<file path="src/rtl/fetch_stage.sv">
// Instruction fetch stage: owns the PC, keeps one fetch in flight and buffers
// returned words in a DEPTH-entry queue. FETCH_PERF_CNT_EN adds pop/starve counters.
module fetch_stage #(
  parameter logic [31:0] RESET_PC = 32'h0000_0000,
  parameter int          DEPTH    = 2
) (
  input  logic        CLK,
  input  logic        RST_N,
  output logic        IMemReq,
  output logic [31:0] IMemAddr,
  input  logic        IMemReady,
  input  logic        IMemRValid,
  input  logic [31:0] IMemRData,
  input  logic        RedirectValid,
  input  logic [31:0] RedirectPC,
  input  logic        InstrReady,
  output logic        InstrValid,
  output logic [31:0] Instr,
  output logic [31:0] InstrPC,
  output logic [31:0] InstrPCPlus4
`ifdef FETCH_PERF_CNT_EN
  ,
  output logic [31:0] PerfFetchCnt,
  output logic [31:0] PerfStarveCnt
`endif
);

  localparam int AW   = $clog2(DEPTH);
  localparam int CNTW = AW + 1;
  localparam int FW   = AW + 2;

  typedef struct packed {
    logic [31:0] pc;
    logic [31:0] instr;
  } fq_entry_t;

  logic [31:0]                 pc_q, pc_d;
  logic [31:0]                 fpc_q, fpc_d;
  logic                        out_q, out_d;
  logic                        disc_q, disc_d;
  logic [CNTW-1:0]             cnt_q, cnt_d;
  logic [AW-1:0]               hd_q, hd_d, tl_q, tl_d;
  fq_entry_t [DEPTH-1:0]       fq_q, fq_d;

  logic          pop, accept, resp, push;
  logic [FW-1:0] free_w;
  logic [1:0]    unused_redir_lsb;

  assign unused_redir_lsb = RedirectPC[1:0];

  assign InstrValid   = (cnt_q != '0);
  assign Instr        = fq_q[hd_q].instr;
  assign InstrPC      = fq_q[hd_q].pc;
  assign InstrPCPlus4 = fq_q[hd_q].pc + 32'd4;

  assign pop    = InstrValid & InstrReady;
  // Free slots, counting the in-flight request as already occupying one.
  assign free_w = FW'(DEPTH) - FW'(cnt_q) - FW'(out_q) + FW'(pop);

  // Gated by RST_N so the request is quiet while reset is held.
  assign IMemReq  = RST_N & (~out_q | IMemRValid) & (free_w != '0);
  assign IMemAddr = pc_q;
  assign accept   = IMemReq & IMemReady;
  assign resp     = IMemRValid & out_q;
  assign push     = resp & ~disc_q & ~RedirectValid;

  always_comb begin
    pc_d   = pc_q;
    fpc_d  = fpc_q;
    out_d  = out_q;
    disc_d = disc_q;
    hd_d   = hd_q;
    tl_d   = tl_q;
    fq_d   = fq_q;
    cnt_d  = cnt_q + CNTW'(push) - CNTW'(pop);

    if (accept) begin
      pc_d  = pc_q + 32'd4;
      fpc_d = pc_q;
      out_d = 1'b1;
    end else if (resp) begin
      out_d = 1'b0;
    end

    if (resp) disc_d = 1'b0;

    if (push) begin
      fq_d[tl_q] = '{pc: fpc_q, instr: IMemRData};
      tl_d       = tl_q + AW'(1);
    end
    if (pop) hd_d = hd_q + AW'(1);

    // Redirect wins over push; anything still in flight after this edge is stale.
    if (RedirectValid) begin
      pc_d   = {RedirectPC[31:2], 2'b00};
      disc_d = (out_q & ~IMemRValid) | accept;
      cnt_d  = '0;
      hd_d   = '0;
      tl_d   = '0;
    end
  end

  always_ff @(posedge CLK or negedge RST_N) begin
    if (!RST_N) begin
      pc_q   <= RESET_PC;
      fpc_q  <= '0;
      out_q  <= 1'b0;
      disc_q <= 1'b0;
      cnt_q  <= '0;
      hd_q   <= '0;
      tl_q   <= '0;
      fq_q   <= '0;
    end else begin
      pc_q   <= pc_d;
      fpc_q  <= fpc_d;
      out_q  <= out_d;
      disc_q <= disc_d;
      cnt_q  <= cnt_d;
      hd_q   <= hd_d;
      tl_q   <= tl_d;
      fq_q   <= fq_d;
    end
  end

`ifdef FETCH_PERF_CNT_EN
  logic [31:0] perf_fetch_q, perf_starve_q;

  always_ff @(posedge CLK or negedge RST_N) begin
    if (!RST_N) begin
      perf_fetch_q  <= '0;
      perf_starve_q <= '0;
    end else begin
      if (pop)                      perf_fetch_q  <= perf_fetch_q + 32'd1;
      if (InstrReady & ~InstrValid) perf_starve_q <= perf_starve_q + 32'd1;
    end
  end

  assign PerfFetchCnt  = perf_fetch_q;
  assign PerfStarveCnt = perf_starve_q;
`endif

endmodule

</file>
<file path="config.mk">
export PLATFORM = sky130hd
export DESIGN_NAME = fetch_stage
export DESIGN_NICKNAME = d
export VERILOG_FILES = /design/src/rtl/fetch_stage.sv
export SDC_FILE = /design/constraint.sdc
export NUM_CORES = 1
export LEC_CHECK = 0
export BUFFER_PORTS_ARGS = -buffer_cell sky130_fd_sc_hd__clkbuf_2
export CAP_MARGIN = 30
export CORE_ASPECT_RATIO = 1.75
export CORE_MARGIN = 2
export CORE_UTILIZATION = 55
export DETAILED_ROUTE_END_ITERATION = 6
export GPL_ROUTABILITY_DRIVEN = 0
export GPL_TIMING_DRIVEN = 1
export PLACE_DENSITY_LB_ADDON = 0.12
export SLEW_MARGIN = 30
export SYNTH_ARGS = -nofsm -noshare
export SYNTH_HDL_FRONTEND = slang
export SYNTH_SLANG_ARGS = --single-unit
</file>
<file path="constraint.sdc">
create_clock -name CLK -period 3.2 [get_ports CLK]
set_input_delay 0.16 -clock CLK [delete_from_list [all_inputs] [get_ports CLK]]
set_output_delay 0.16 -clock CLK [all_outputs]
set_load 0.01 [all_outputs]
</file>
==> results.ini, run 1 <==
[worst_setup_path]
crit_path_top_delay_cell = nor4_1
crit_chain = or2_2, nand2_1, fa_1, nand3b_1, nand3_2, buf_12, nor4_1, mux2i_1, a211o_1
reg2reg_depth = 9
regToRegStartpoint = cnt_q[1]$_DFF_PN0_
rr_endpoint = IMemAddr[31]$_DFFE_PN0P_
critical_path_peak_fanout = 43
end_kind = flop
setup.reg_to_reg.worst_slack_ps = 280
timing.critical_path.slowest_cell_delay_ps = 520
critical_path_required_ps = 3520
crit_path_start_kind = flop
critPathKind = flop to flop
worst_ep_arrival_time_ps = 3240

[die]
placement_row_count = 62
start_util_pct = 56.4
die-width_um = 102
chipHeight_um = 176
ios = 200
die_area_sq_um = 18000
core_area_sq_um = 16400

[sta]
grt_setup_unrepaired = no
period_needed_ps = 2920
max_freq_ghz = 0.342
final-hold-violation-count = 0
final.setup_skew_ps = 12.1
share_of_the_clock_period_used_by_the_worst_path_after_layout_pct = 91.4
setup_violators_final = 0
worst_pin_slew_ps = 835
finalSetupTns_ps = 0
slew_violations = 0
timing.max_slew.rel_slack_pct = 44.3

[clocking]
clock_tree.root_cell = clkbuf_16
htreeDepth = 4
numCtsBuffers = 17
clk-insertion-delay-late_ps = 420
clock-sinks = 190
cts_tree = done
clock_transition_at_the_register_clock_pins_on_the_worst_setup_and_hold_paths_after_cts_ps = 80
cts-resized-gates = 0
clock_path_buffers = 2

[placement]
numPortBuffers = 191
hpwl_mm = 14.2
postPlaceCellArea_sq_um = 10500
dpl.cell_count = 1202

[global_route]
grt_start_max_net_pins = 153
grt_pass1_vias = 6917
grt_antenna_before_repair = 0
grt_use_total_pct = 24.2
grt_overflow_total = 0
wire_length_of_the_first_global_routing_pass_mm = 34.3

[yosys]
postSynthAreaPerCell_sq_um = 11.4
yosys_register_bits = 190
netlist_area_sq_um = 9280
synth.yosys.seq_area_share_pct = 51.2
synth_cell_types = 44
synth_edf_count = 0
asyncSetResetFlopFracSynth_pct = 100
synthCells = 813
synth_ff_type = dfrtp_1
synth_area_leader_cell = dfrtp_1
synth.top_cell.area_share_pct = 51.2
synth_area_leaders = dfrtp_1, mux2_2, nand2_1
synth.yosys.warnings = 0

[route]
via_per_inst = 5.31
antenna_left = 0
totalWireLength_mm = 21.3
drt-pass1-iter-count = 5
first_iter_violations = 289
avgRoutedWirePerCell_um = 16.4
remaining_drc_errors = 0
num_vias = 6902

[pwr]
switchingPower_w = 0.00353
cellLeakagePower_nw = 5.66
vdd_ir_drop_max_mv = 0.394
power_density_nw_per_um2 = 848
power.switching_fraction_pct = 35.5
clock_network_fraction_of_total_power_pct = 20.3
p_int_w = 0.00641
p_seq_share_pct = 41.4
power.combinational.fraction_pct = 38.3

[final_layout]
area_delta_synth_final_pct = 26.4
final_non_filler_cell_area_sq_um = 11700
final_layout_size_suffix_gt1_share_pct = 40.4
num-nets-final = 1138
final_util_pct = 71.3
diodes = 0
post_layout_instance_count_excluding_filler_cells = 1299

[hold_path]
hold_class = input port to flop
holdCritStartpoint = IMemRValid
holdPathEnd = disc_q$_DFFE_PN0P_
min_delay_path_depth = 4

[run]
drv_cap = 0

[status]
status = completed

## logic make-up after synthesis
family / count (synthesis) / synth area share (%)
and+or+nand+nor: 275 / 14.4
muxes: 191 / 23.1
DFF: 190 / 51.2
buffers and inverters: 55 / 2.67
xor gates and xnor gates: 52 / 4.91
AOI/OAI and AO/OA: 43 / 2.80
adders and majority gates: 6 / 0.890
other: 1 / 0.0404
## per-layer routing
layer / GRT usage (%) / wire, um / up-vias
met3: 4.06 / 739 / 27
met2: 42.3 / 11000 / 154
met5: 0 / 0 / -
met4: 9.56 / 601 / 0
met1: 29.2 / 8870 / 3385
li1: - / - / 3336
## cell usage after synthesis, types with 5 or more instances
cell type  count
a22oi_1        5
and2_1         6
and3_1         8
buf_1         10
buf_2         12
buf_4          7
clkbuf_1      18
dfrtp_1      190
ha_1           5
inv_1          8
mux2_2       184
mux2i_1        7
nand2_1      146
nand2b_1       5
nand3_1       28
nand3b_1       8
nand4_1       15
nor2_1        15
nor2b_1        5
nor3_1         9
nor4_1        12
o21ai_0       25
xnor2_1       35
xor2_1        17
## sequential cells by signal, indices dropped and copies added (netlist names)
register / cells
cnt_q: 2
fq_q: 124
fpc_q: 30
tl_q: 1
disc_q: 1
IMemAddr: 30
out_q: 1
hd_q: 1
## layout make-up
cell class,count,area (sq um)
Sequential cell,190,4760
Fill cell,1281,4720
Multi-Input combinational cell,573,4310
Timing Repair Buffer,272,1790
Clock buffer,18,439
Tap cell,224,280
Clock inverter,14,123
Inverter,8,30.0
## worst max-delay path by stage
| stage | to | slack (ps) | from | depth (start not counted) |
|---|---|---|---|---|
| 4_1_cts | InstrPCPlus4[31] | 10 | hd_q$_DFFE_PN0P_ | 7 |
| 3_5_place_dp | IMemAddr[27]$_DFFE_PN0P_ | 280 | cnt_q[1]$_DFF_PN0_ | 9 |
| 6_report | IMemAddr[31]$_DFFE_PN0P_ | 280 | cnt_q[1]$_DFF_PN0_ | 9 |
| 3_3_place_gp | IMemAddr[27]$_DFFE_PN0P_ | 330 | cnt_q[1]$_DFF_PN0_ | 9 |
| 2_1_floorplan | InstrPCPlus4[28] | 130 | hd_q$_DFFE_PN0P_ | 12 |
| 5_1_grt | InstrPCPlus4[29] | 90 | hd_q$_DFFE_PN0P_ | 8 |
## worst max-delay path: cells and delay by family (launching register included)
family / cells / cell delay, ps
flip-flops: 1 / 410
AND/OR/NAND/NOR: 5 / 1350
adder cells (fa/ha/maj): 1 / 430
AO/OA/AOI/OAI: 1 / 240
multiplexers: 1 / 140
buffers and inverters: 1 / 250
## what timing repair did
| action | in CTS | in global routing |
|---|---|---|
| endpoints found under the hold margin | 131 | 0 |
| setup endpoints to repair | 0 | 9 |
| hold buffers | 63 | 0 |
| buffers inserted | 0 | 2 |
## metrics by stage
step	power, W	hold WS [ps]	worst slack [ps]
4_1_cts	0.0100	40.2	14.6
6_report	0.00994	58.7	275
3_3_place_gp	0.00778	307	328
5_1_grt	0.0106	103	89.6
3_5_place_dp	0.00789	309	280
2_1_floorplan	0.00646	-136	134
## power groups by stage
| stage | combinational (W) | sequential (W) | clock, W |
|---|---|---|---|
| 2_1_floorplan | 0.00255 | 0.00391 | 0 |
| 3_3_place_gp | 0.00366 | 0.00412 | 0 |
| 3_5_place_dp | 0.00372 | 0.00417 | 0 |
| 4_1_cts | 0.00381 | 0.00413 | 0.00207 |
| 5_1_grt | 0.00417 | 0.00426 | 0.00217 |
| 6_report | 0.00381 | 0.00412 | 0.00202 |
## layout by cell type (no fill, tap or decap), types with 2 or more instances in the layout
cell type / Yosys / final
nor3b_1: 2 / 2
clkbuf_16: 0 / 17
nor3_1: 9 / 9
clkinvlp_4: 0 / 2
a22oi_1: 5 / 5
o22ai_1: 3 / 3
or4_1: 3 / 3
nor4_1: 12 / 12
a21oi_1: 3 / 3
mux2i_1: 7 / 7
nand3_1: 28 / 27
ha_1: 5 / 5
nand2_1: 146 / 146
and4_1: 4 / 4
mux2_2: 184 / 184
nand3b_1: 8 / 8
inv_6: 0 / 4
inv_8: 0 / 4
clkinv_4: 0 / 2
and3_1: 8 / 8
xor2_1: 17 / 17
nand2b_1: 5 / 5
clkbuf_8: 0 / 2
clkinv_2: 0 / 2
inv_1: 8 / 8
conb_1: 1 / 6
nand4_1: 15 / 15
a221o_1: 2 / 2
nor2b_1: 5 / 5
o21ai_0: 25 / 25
xnor2_1: 35 / 35
and2_1: 6 / 6
nor2_1: 15 / 14
dlygate4sd3_1: 0 / 63
buf_12: 0 / 4
buf_4: 7 / 13
nand4b_1: 3 / 3
clkbuf_2: 0 / 190
dfrtp_1: 190 / 189
Power figures use the tool's default switching activity.
==> run 2, diff against run 1 <==
ABC_AREA = 1   (was unset)
CORE_UTILIZATION = 56   (was 55)
==> run 2 against run 1 <==
  * Critical path type is now flop to output pin
  * Synthesized cell count grew 63%
  * Routed wire length grew 16%
  * Utilization shrank 2.1 points
  * Flip-flop and latch count is the same
  * Register-to-register slack gained 110 ps
  * Critical endpoint is now InstrPCPlus4[16]
  * Die area grew 3.4%
  * Largest power group unchanged
==> results.ini, run 2 <==
[status]
status = completed  ; unchanged

[sta]
max_freq_ghz = 0.351  ; was 0.342 GHz
setup_violators_final = 0  ; unchanged
finalSetupTns_ps = 0  ; unchanged
timing.max_slew.rel_slack_pct = 46.5  ; was 44.3%
share_of_the_clock_period_used_by_the_worst_path_after_layout_pct = 89.0  ; was 91.4%
grt_setup_unrepaired = no  ; unchanged
timing.final.ws_setup_ps = 351  ; was 275 ps
final-hold-violation-count = 0  ; unchanged
final.setup_skew_ps = 11.8  ; was 12.1 ps
slew_violations = 0  ; unchanged
period_needed_ps = 2850  ; was 2920 ps
worst_pin_slew_ps = 802  ; was 835 ps

[final_layout]
final_util_pct = 69.2  ; was 71.3%
max_flop_register = fq_q  ; unchanged
layout_commonest_cell = nand2_1  ; was clkbuf_2
post_layout_instance_count_excluding_filler_cells = 1792  ; was 1,299
num-nets-final = 1626  ; was 1,138
final_layout_size_suffix_gt1_share_pct = 17.7  ; was 40.4%
diodes = 0  ; unchanged
area_delta_synth_final_pct = 22.3  ; was 26.4%
largest_register_ffs = 124  ; unchanged
most-common-layout-cells = nand2_1, clkbuf_2, dfrtp_1, o21ai_0, inv_1  ; was clkbuf_2, dfrtp_1, mux2_2, nand2_1, dlygate4sd3_1

[pwr]
cellLeakagePower_nw = 6.24  ; was 5.66 nW
clock_network_fraction_of_total_power_pct = 20.6  ; was 20.3%
p_seq_share_pct = 41.3  ; was 41.4%
vdd_ir_drop_max_mv = 0.424  ; was 0.394 mV
finalPower_w = 0.00970  ; was 0.00994 W
switchingPower_w = 0.00386  ; was 0.00353 W
power_density_nw_per_um2 = 810  ; was 848 nW/um^2
power.combinational.fraction_pct = 38.1  ; was 38.3%
p_int_w = 0.00584  ; was 0.00641 W
power.switching_fraction_pct = 39.8  ; was 35.5%

[worst_setup_path]
timing.critical_path.slowest_cell_delay_ps = 570  ; was 520 ps
end_kind = output pin  ; was flop
worst_ep_arrival_time_ps = 2690  ; was 3240 ps
critical_path_required_ps = 3040  ; was 3520 ps
crit_path_top_delay_cell = dfrtp_2  ; was nor4_1
crit_chain = clkinv_4, nand2_1, nand2_1, ha_1, inv_1, nor2_4, nand2_1, nor2_1, xor2_1, clkbuf_2  ; was or2_2, nand2_1, fa_1, nand3b_1, nand3_2, buf_12, nor4_1, mux2i_1, a211o_1
critical-path-top-delay-family = simple AND/OR/NAND/NOR gates  ; unchanged
critPathKind = flop to output pin  ; was flop to flop
cell_type_with_the_highest_occurrence_count_on_the_critical_path = nand2_1
critical_path_peak_fanout = 31  ; was 43
critical_path.n_buffers_inverters = 3  ; was 1
launching_instance_or_port_of_the_critical_path = hd_q$_DFFE_PN0P_  ; was cnt_q[1]$_DFF_PN0_
setup.reg_to_reg.worst_slack_ps = 390  ; was 280 ps
regToRegStartpoint = cnt_q[1]$_DFF_PN0_  ; unchanged
crit_path_start_kind = flop  ; unchanged

[yosys]
asyncSetResetFlopFracSynth_pct = 100  ; unchanged
yosys.area_share.simple_pct = 30.0  ; was 14.4%
synth_area_leader_cell = dfrtp_1  ; unchanged
post_synth_mux_area_share_pct = 0  ; was 23.1%
synthMostInstantiatedCell = nand2_1  ; was dfrtp_1
synth_compound_gate_area_share_pct = 9.59  ; was 2.80%
netlist_area_sq_um = 9780  ; was 9280 sq um
synth_area_leaders = dfrtp_1, nand2_1, o21ai_0  ; was dfrtp_1, mux2_2, nand2_1
synth_adder_area_share_pct = 0.844  ; was 0.890%
synth_cell_types = 32  ; was 44
yosys_register_bits = 190  ; unchanged
synth.top_cell.area_share_pct = 48.6  ; was 51.2%
synthCells = 1327  ; was 813
synth.yosys.seq_area_share_pct = 48.6  ; was 51.2%
synth_edf_count = 0  ; unchanged
synth.yosys.warnings = 0  ; unchanged
synth_commonest_cells = nand2_1, dfrtp_1, o21ai_0, inv_1, nor2_1  ; was dfrtp_1, mux2_2, nand2_1, xnor2_1, nand3_1
synth_ff_type = dfrtp_1  ; unchanged
postSynthAreaPerCell_sq_um = 7.37  ; was 11.4 sq um
synth-xor-area-share_pct = 2.51  ; was 4.91%
dominant_combinational_cell_family_by_area_after_synthesis = simple AND/OR/NAND/NOR gates  ; was multiplexers

[route]
drt-pass1-iter-count = 7  ; was 5
remaining_drc_errors = 0  ; unchanged
avgRoutedWirePerCell_um = 13.7  ; was 16.4 um
met1_length_mm = 9.97  ; was 8.87 mm
totalWireLength_mm = 24.6  ; was 21.3 mm
antenna_left = 0  ; unchanged
first_iter_violations = 485  ; was 289
highest-signal-layer = met4  ; unchanged
num_vias = 9059  ; was 6,902
wl_met3_mm = 1.05  ; was 739 um
via_per_inst = 5.06  ; was 5.31
routed_wire_length_on_met2_mm = 12.7  ; was 11.0 mm

[die]
ios = 200  ; unchanged
die_area_sq_um = 18600  ; was 18,000 sq um
placement_row_count = 64  ; was 62
die-width_um = 104  ; was 102 um
core_area_sq_um = 17300  ; was 16,400 sq um
chipHeight_um = 179  ; was 176 um
start_util_pct = 56.6  ; was 56.4%

[placement]
dpl.cell_count = 1708  ; was 1,202
placement.setup.worst_slack_ps = 403  ; was 280 ps
numPortBuffers = 191  ; unchanged
hpwl_mm = 17.4  ; was 14.2 mm

[hold_path]
holdCritStartpoint = IMemRData[12]  ; was IMemRValid
hold_class = input port to flop  ; unchanged

[clocking]
cts-resized-gates = 0  ; unchanged
clock_transition_at_the_register_clock_pins_on_the_worst_setup_and_hold_paths_after_cts_ps = 60  ; was 80 ps
clk-insertion-delay-late_ps = 430  ; was 420 ps
clock_tree.root_cell = clkbuf_16  ; unchanged
clock-sinks = 190  ; unchanged
cts_tree = done  ; unchanged
clock_path_buffers = 2  ; unchanged
numCtsBuffers = 17  ; unchanged
htreeDepth = 4  ; unchanged
cts_setup_buffers = 0  ; unchanged
cts_hold_buf = 54  ; was 63

[global_route]
wire_length_of_the_first_global_routing_pass_mm = 40.0  ; was 34.3 mm
grt_pass1_vias = 8410  ; was 6,917
grt_overflow_total = 0  ; unchanged
grt_start_max_net_pins = 67  ; was 153
grt_use_total_pct = 26.7  ; was 24.2%
grt_antenna_before_repair = 0  ; unchanged

[run]
drv_cap = 0  ; unchanged

## run 2: changes by cell type in the layout (fill, tap and decap cells not counted), moves of 30 or more
cell | previous run | this run
nor2_1 | 14 | 79
nand2_1 | 146 | 534
mux2_2 | 184 | 0
xnor2_1 | 35 | 5
o21ai_0 | 25 | 170
inv_1 | 8 | 132
nand3_1 | 27 | 64
## run 2: power by group through the flow
stage | Combinational (W) | Clock [W] | Sequential [W]
floorplan | 0.00238 | 0 | 0.00389
global placement | 0.00357 | 0 | 0.00399
detailed placement | 0.00366 | 0 | 0.00403
CTS | 0.00373 | 0.00203 | 0.00399
global route | 0.00419 | 0.00214 | 0.00414
finish | 0.00370 | 0.00200 | 0.00400
## run 2: routing by layer
| metal | vias up | GRT usage [%] |
|---|---|---|
| met2 | 278 | 46.8 |
| met3 | 55 | 4.33 |
| li1 | 4545 | - |
| met1 | 4181 | 32.0 |
| met4 | 0 | 12.8 |
| met5 | - | 0 |
## run 2: worst reg2reg max path, cell delays in order, from the launching register on
cell and delay (ps):
dfrtp_1 410, or2_2 320, nand2_1 140, fa_1 430
nand3b_1 110, nand3_1 220, nand2_1 520, inv_2 310
nand2_1 120, o211ai_1 90
## run 2: metrics by stage
stage	cell area [sq um]	hold WS, ps
6_report	12000	17.8
5_1_grt	12000	0.265
4_1_cts	12000	6.35
3_5_place_dp	10900	38.4
3_3_place_gp	10900	36.1
2_1_floorplan	9800	-136
## run 2: cell families (layout without fill, tap and decap cells)
family / after synthesis / count (layout)
adder cells (fa/ha/maj): 6 / 6
XOR/XNOR: 28 / 28
buffers and inverters: 194 / 423
AO/OA/AOI/OAI: 183 / 183
other: 1 / 6
flip-flops: 190 / 190
AND/OR/NAND/NOR: 725 / 725
## run 2: final cells by class
type,instances,area [sq um]
clock inverters,11,110
fillers,1532,5330
multi-input cells,948,4240
repair buffers,259,1620
flip-flops and latches,190,4760
well taps,231,289
clock buffers,19,443
inverters,134,508
## run 2: final timing paths
check	endpoint	cells past startpoint
setup reg to reg	IMemAddr[4]$_DFFE_PN0P_	9
max in group asynchronous	hd_q$_DFFE_PN0P_	3
hold reg to reg	fq_q[16]$_DFFE_PN0P_	2
min in group asynchronous	IMemAddr[11]$_DFFE_PN0P_	2
hold / removal	fq_q[12]$_DFFE_PN0P_	3
setup / recovery	InstrPCPlus4[16]	10
